[config.mk]
export PLATFORM = sky130hd
export DESIGN_NAME = key_input_array
export DESIGN_NICKNAME = d
export VERILOG_FILES = /design/src/rtl/key_input_array.sv
export SDC_FILE = /design/constraint.sdc
export NUM_CORES = 1
export LEC_CHECK = 0
export CAP_MARGIN = 20
export CORE_AREA = 2 2 73 75
export DETAILED_ROUTE_END_ITERATION = 12
export DIE_AREA = 0 0 75 77
export PLACE_DENSITY = 0.77
export SYNTH_ARGS = -nofsm -noshare
export SYNTH_HDL_FRONTEND = slang
export SYNTH_SLANG_ARGS = --single-unit
[constraint.sdc]
create_clock -name clk -period 2.3 [get_ports clk]
set_input_delay 0.345 -clock clk [delete_from_list [all_inputs] [get_ports clk]]
set_output_delay 0.345 -clock clk [all_outputs]
set_load 0.05 [all_outputs]
[src/rtl/key_input_array.sv]
// Multi-channel button front end: 2-flop sync, shared sample tick, per-channel debounce, press/release pulses.
// Latency: 2 clk sync + wait to next tick + (STABLE_SAMPLES-1) ticks + 1 clk register; no backpressure, pulses are fire-and-forget.
// Optional auto-repeat on held buttons when KEY_AUTOREPEAT_EN is defined.
module key_input_array #(
    parameter int CHANNELS       = 5,
    parameter int CLK_HZ         = 100000000,
    parameter int SAMPLE_HZ      = 1000,
    parameter int STABLE_SAMPLES = 8,
    parameter int REPEAT_DELAY   = 400,
    parameter int REPEAT_PERIOD  = 100
) (
    input  logic                clk,
    input  logic                rst_n,
    input  logic [CHANNELS-1:0] btn_in,
    output logic [CHANNELS-1:0] btn_level,
    output logic [CHANNELS-1:0] btn_press,
    output logic [CHANNELS-1:0] btn_release,
    output logic                sample_tick
);

    localparam int            DIV      = CLK_HZ / SAMPLE_HZ;
    localparam int            PW       = $clog2(DIV);
    localparam logic [PW-1:0] PRE_LAST = PW'(DIV - 1);
    localparam int            CW       = $clog2(STABLE_SAMPLES + 1);
    localparam logic [CW-1:0] CNT_LAST = CW'(STABLE_SAMPLES - 1);

`ifdef KEY_AUTOREPEAT_EN
    localparam int            RMAX = (REPEAT_DELAY > REPEAT_PERIOD) ? REPEAT_DELAY : REPEAT_PERIOD;
    localparam int            RW   = $clog2(RMAX + 1);
    localparam logic [RW-1:0] RDLY = RW'(REPEAT_DELAY);
    localparam logic [RW-1:0] RPER = RW'(REPEAT_PERIOD);

    typedef enum logic {
        WAIT_DELAY,
        REPEATING
    } rep_state_t;
`else
    localparam int unused_repeat_cfg = REPEAT_DELAY + REPEAT_PERIOD;
`endif

    logic [CHANNELS-1:0] sync1;
    logic [CHANNELS-1:0] sync2;
    logic [PW-1:0]       pre_cnt;

    always_ff @(posedge clk or negedge rst_n) begin
        if (!rst_n) begin
            sync1 <= '0;
            sync2 <= '0;
        end else begin
            sync1 <= btn_in;
            sync2 <= sync1;
        end
    end

    always_ff @(posedge clk or negedge rst_n) begin
        if (!rst_n) begin
            pre_cnt <= '0;
        end else if (pre_cnt == PRE_LAST) begin
            pre_cnt <= '0;
        end else begin
            pre_cnt <= pre_cnt + PW'(1);
        end
    end

    assign sample_tick = (pre_cnt == PRE_LAST);

    for (genvar ch = 0; ch < CHANNELS; ch++) begin : g_ch
        logic [CW-1:0] db_cnt;
        logic          level_q;
        logic          press_q;
        logic          release_q;
        logic          differ;
        logic          flip;
        logic          rep_pulse;

        assign differ = sync2[ch] ^ level_q;
        // Level flips on the tick that completes a run of differing samples.
        assign flip   = sample_tick & differ & (db_cnt == CNT_LAST);

        always_ff @(posedge clk or negedge rst_n) begin
            if (!rst_n) begin
                db_cnt    <= '0;
                level_q   <= 1'b0;
                press_q   <= 1'b0;
                release_q <= 1'b0;
            end else begin
                press_q   <= (flip & ~level_q) | rep_pulse;
                release_q <= flip & level_q;
                if (flip) begin
                    level_q <= ~level_q;
                end
                if (sample_tick) begin
                    if (!differ || flip) begin
                        db_cnt <= '0;
                    end else begin
                        db_cnt <= db_cnt + CW'(1);
                    end
                end
            end
        end

`ifdef KEY_AUTOREPEAT_EN
        rep_state_t    state_q;
        rep_state_t    state_d;
        logic [RW-1:0] rcnt_q;
        logic [RW-1:0] rcnt_d;
        logic [RW-1:0] rcnt_inc;

        assign rcnt_inc = rcnt_q + RW'(1);

        always_ff @(posedge clk or negedge rst_n) begin
            if (!rst_n) begin
                state_q <= WAIT_DELAY;
                rcnt_q  <= '0;
            end else begin
                state_q <= state_d;
                rcnt_q  <= rcnt_d;
            end
        end

        always_comb begin
            state_d   = state_q;
            rcnt_d    = rcnt_q;
            rep_pulse = 1'b0;
            if (!level_q || flip) begin
                // Idle, the press tick itself, or the release tick: park at the start of the delay.
                state_d = WAIT_DELAY;
                rcnt_d  = '0;
            end else if (sample_tick) begin
                case (state_q)
                    WAIT_DELAY: begin
                        if (rcnt_inc == RDLY) begin
                            rep_pulse = 1'b1;
                            state_d   = REPEATING;
                            rcnt_d    = '0;
                        end else begin
                            rcnt_d = rcnt_inc;
                        end
                    end
                    REPEATING: begin
                        if (rcnt_inc == RPER) begin
                            rep_pulse = 1'b1;
                            rcnt_d    = '0;
                        end else begin
                            rcnt_d = rcnt_inc;
                        end
                    end
                endcase
            end
        end
`else
        assign rep_pulse = 1'b0;
`endif

        assign btn_level[ch]   = level_q;
        assign btn_press[ch]   = press_q;
        assign btn_release[ch] = release_q;
    end

endmodule

======== Word level (Yosys, flattened, before mapping) ========
Index checks and enable logic that the tools add are counted.
cells by class
  multiplexer cells ....................... 6
  reductions and logical operators ........ 10
  bitwise operators ....................... 30
  equal/unequal tests ..................... 6
  add/sub/neg operators ................... 6
operator list
  kind                   number
  $add 4x1->4 const B    5
  $and 1x1->1            20
  $eq 4x3->1 const B     5
  $mux 4                 5
  $add 17x1->17 const B  1
  $eq 17x17->1 const B   1
  $mux 17                1
  $logic_not 1->1        5
  $logic_or 1x1->1       5
  $not 1->1              5
  $xor 1x1->1            5
storage, ports and cells
  input bits .............................. 7
  register bits after elaboration ......... 62
  output and inout port bits .............. 16
  word-level logic and storage cells ...... 81

======== Logic depth before layout (Yosys ltp) ========
  word-level depth ........................ 5
  gate-level depth with buffers ........... 7
  gate-level depth less buffers ........... 5

======== Least setup slack after synthesis ========
Ideal clock, no wire load.
  kind .................................... register -> register
  from .................................... register pre_cnt[12]
  to ...................................... register g_ch[0].level_q
  buffers on the path ..................... 0
  path slack .............................. -0.361 ns
  library setup time ...................... 0.125 ns
  data required time ...................... 2.175 ns
  stages on the path, launching flop included .. 5
  period minus slack after synthesis ...... 2.661 ns
  arrival ................................. 2.536 ns
  cells stage by stage .................... dfrtp_1 > or4b_4 > nor4_2 > nand2_1 > mux2_2
between the ends
  longest elaborated chain between the ends .. 3
ends and longest elaborated chain
  what                       RTL line  source
  start, declared            43        logic [PW-1:0] pre_cnt;
  start signal, assigned     61        pre_cnt <= pre_cnt + PW'(1);
  $eq 17x17->1               65        assign sample_tick = (pre_cnt == PRE_LAST);
  net sample_tick            18        output logic sample_tick
  $and 1x1->1 (2 in series)  78        assign flip = sample_tick & differ & (db_cnt == CNT_LAST);
  end signal, assigned       90        level_q <= ~level_q;
  end, declared              69        logic level_q;
The timed path passes the listed nets, and every way through them passes these cells.
A chain may end at the register's enable or synchronous reset.

======== Worst setup path after layout ========
  from .................................... register pre_cnt[12]
  to ...................................... output sample_tick
between the ends
  longest elaborated chain between the ends .. 1
ends and longest elaborated chain
  what           RTL line
  $eq 17x17->1   65
  end, declared  18
No other way between the ends.

==> out/qor.csv <==
metric,value,unit
area share of the largest cell type after synthesis,0.561,
Slowest cell on crit path,or4b_4,
met2 wire length,2.32,mm
PortBufs,22,
setup TNS,0,ps
Critical Path Start Type,register,
"Seq/Total Area, Yosys",0.561,
Final WS setup,130,ps
count of final max-slew check failures,0,
Place WS,162,ps
post-synth cell types,34,
Met3 Routed Length,179,um
via count,1863,
core area,4980,um2
RSZ-0062 raised after global routing,false,
CTS tree,done,
max incr delay on CP,590,ps
Post-DP Area,3000,um2
worst vdd ir,0.344,mV
deepest level of the CTS H-tree,3,
Total GRT Usage,0.188,
Final Skew,8.03,ps
Main synth FF type,dfrtp_1,
antenna-violating nets left,0,
final hold vios,0,
CTS sink cnt,62,
cell count after synthesis,250,
status,completed,
crit-path max FO,6,
row cnt,26,
# setup viols final,0,
ranking of synthesized cells by area,"dfrtp_1 56%, buf_4 4.1%, nand2_1 3.8%, xnor2_1 3.8%, nor3b_1 3.0%",
Final #Nets,282,
Layout area overhead,15.4,%
CP top delay family,simple AND/OR/NAND/NOR gates,
worst endpoint required time,1960,ps
Worst-Skew Late Latency,330,ps
worst-path cell chain,"or4b_4, nor4_4, buf_4, buf_12",
Internal,1590,uW
proportion of layout cells with a drive suffix above 1,0.113,
Seq pwr share,0.544,
clk slew on worst S/H paths,70,ps
syn_area_per_cell,11.1,um2
filler cell count,387,
ys async rst share,1.00,
CP arrival,1820,ps
"count leader, synth",dfrtp_1,
DR pass1 iterations,4,
clock share of power,0.433,
ant diodes,0,
drc violations,0,
fin area,3190,um2
die height,77,um
initial antenna violation count,0,
gr ovfl total,0,
die area,5780,um2
M1 WL,2.00,mm
Die Wd,75,um
TritonCTS Buffers,9,
synthesized area,2770,um2
initial core utilization,0.556,
period utilization,0.943,
vias in the first global route,1844,
Routed WL,4.61,mm
Slew @ Worst Pin,648,ps
Total Power,2030,uW
LEAKAGE,0.00148,uW
Comb power frac,0.023,
Max Cap Violations,0,
Final min period,2170,ps
syn_nets,263,
"area leader, netlist",dfrtp_1,
critical path class,reg2out,
pwr dens,637,nW/um2
crit end category,output port,
Hold WC Path Type,in2async,
pin count of the biggest net entering global routing,35,
Sw Ratio,0.216,
clock root buffer,clkbuf_8,
worst hold slack,36.0,ps
routed len/inst,13.4,um
"Gates resized, CTS repair",0,
highest routed metal layer,met4,
post-DP HPWL,3.20,mm
number of flops mapped to enable cells by yosys,0,
Synth Register Bits,62,
relative max-transition margin,0.568,
DRT iter0 DRCs,133,
Top Ports,23,
Post-synth top cells,"62 x dfrtp_1, 28 x nand2_1, 19 x nor2_1",
GP Congestion,0.763,
yosys warns,0,
buffers and inverters on the worst path,2,
Sw Pwr,439,uW
FMAX,461,MHz
first-pass GRT wire length,8.32,mm
vias per cell,5.42,
maximum root-to-sink buffer count,2,
[cell usage in the layout (no fill, tap or decap), types with 6 or more instances in the layout]
master,n
dfrtp_1,62
nand2_1,28
clkdlybuf4s50_1,20
nor2_1,19
nand3_1,15
o21ai_0,14
xnor2_1,12
clkbuf_8,12
nor3b_1,11
xor2_1,7
nand4_1,6
ha_1,6
[cell families (layout without fill, tap and decap cells)]
logic type                 Yosys count  in the layout  share of synthesized area
adders and majority gates            6              6                     0.0271
and+or+nand+nor                    107            107                      0.216
muxes                                5              5                     0.0204
buffers and inverters               24             48                     0.0561
AOI/OAI and AO/OA                   27             27                     0.0593
DFF                                 62             62                      0.561
xor gates and xnor gates            19             19                     0.0602
[sequential cells by signal (all words and copies together), names as in the netlist]
register        count
sync2               5
g_ch.level_q        5
g_ch.press_q        5
sync1               5
g_ch.release_q      5
g_ch.db_cnt        20
pre_cnt            17
[power groups by stage]
stage	Clock (uW)	Combinational (uW)	Sequential, uW
after global routing	961	54.5	1110
after global placement	0	48.2	1130
final	880	46.7	1110
after detailed placement	0	49.0	1130
after floorplan	0	12.0	1120
after CTS	905	49.3	1110
[path summary, 6_finish.rpt]
check	from	endpoint	slack, ps	depth (start not counted)
max	pre_cnt[12]	sample_tick	130	4
min	rst_n	sync2[1]	40	1
max reg2reg	pre_cnt[12]	g_ch[4].db_cnt[2]	170	5
min reg2reg	sync1[4]	sync2[4]	350	0
max in group asynchronous	rst_n	pre_cnt[1]	1670	2
min in group clk	sync1[4]	sync2[4]	350	0
[metal layers]
metal  vias to the layer above  GRT usage
li1                        900          -
met1                       911      0.243
met2                        41      0.285
met3                        11     0.0420
met4                         0      0.107
met5                         -          0
[through the flow]
step	utilization	cells
2_1_floorplan	-	250
3_3_place_gp	0.602	327
3_5_place_dp	0.602	327
4_1_cts	0.640	343
5_1_grt	0.641	344
6_report	0.641	344
[final cells by class]
cell class | count | area, um2 | area share
tap | 70 | 87.6 | 0.0275
inverter | 4 | 15.0 | 0.00471
sequential | 62 | 1550 | 0.486
timing repair buffer | 28 | 283 | 0.0886
multi-input combinational | 164 | 1070 | 0.335
clock inverter | 3 | 17.5 | 0.00549
clock buffer | 13 | 169 | 0.0529
[timing repair]
| item | in CTS | in global routing |
|---|---|---|
| hold buffers | 0 | 0 |
| setup endpoints to repair | 0 | 3 |
| setup buffers | 0 | 1 |
No activity file was read; power rests on OpenSTA's default activity.
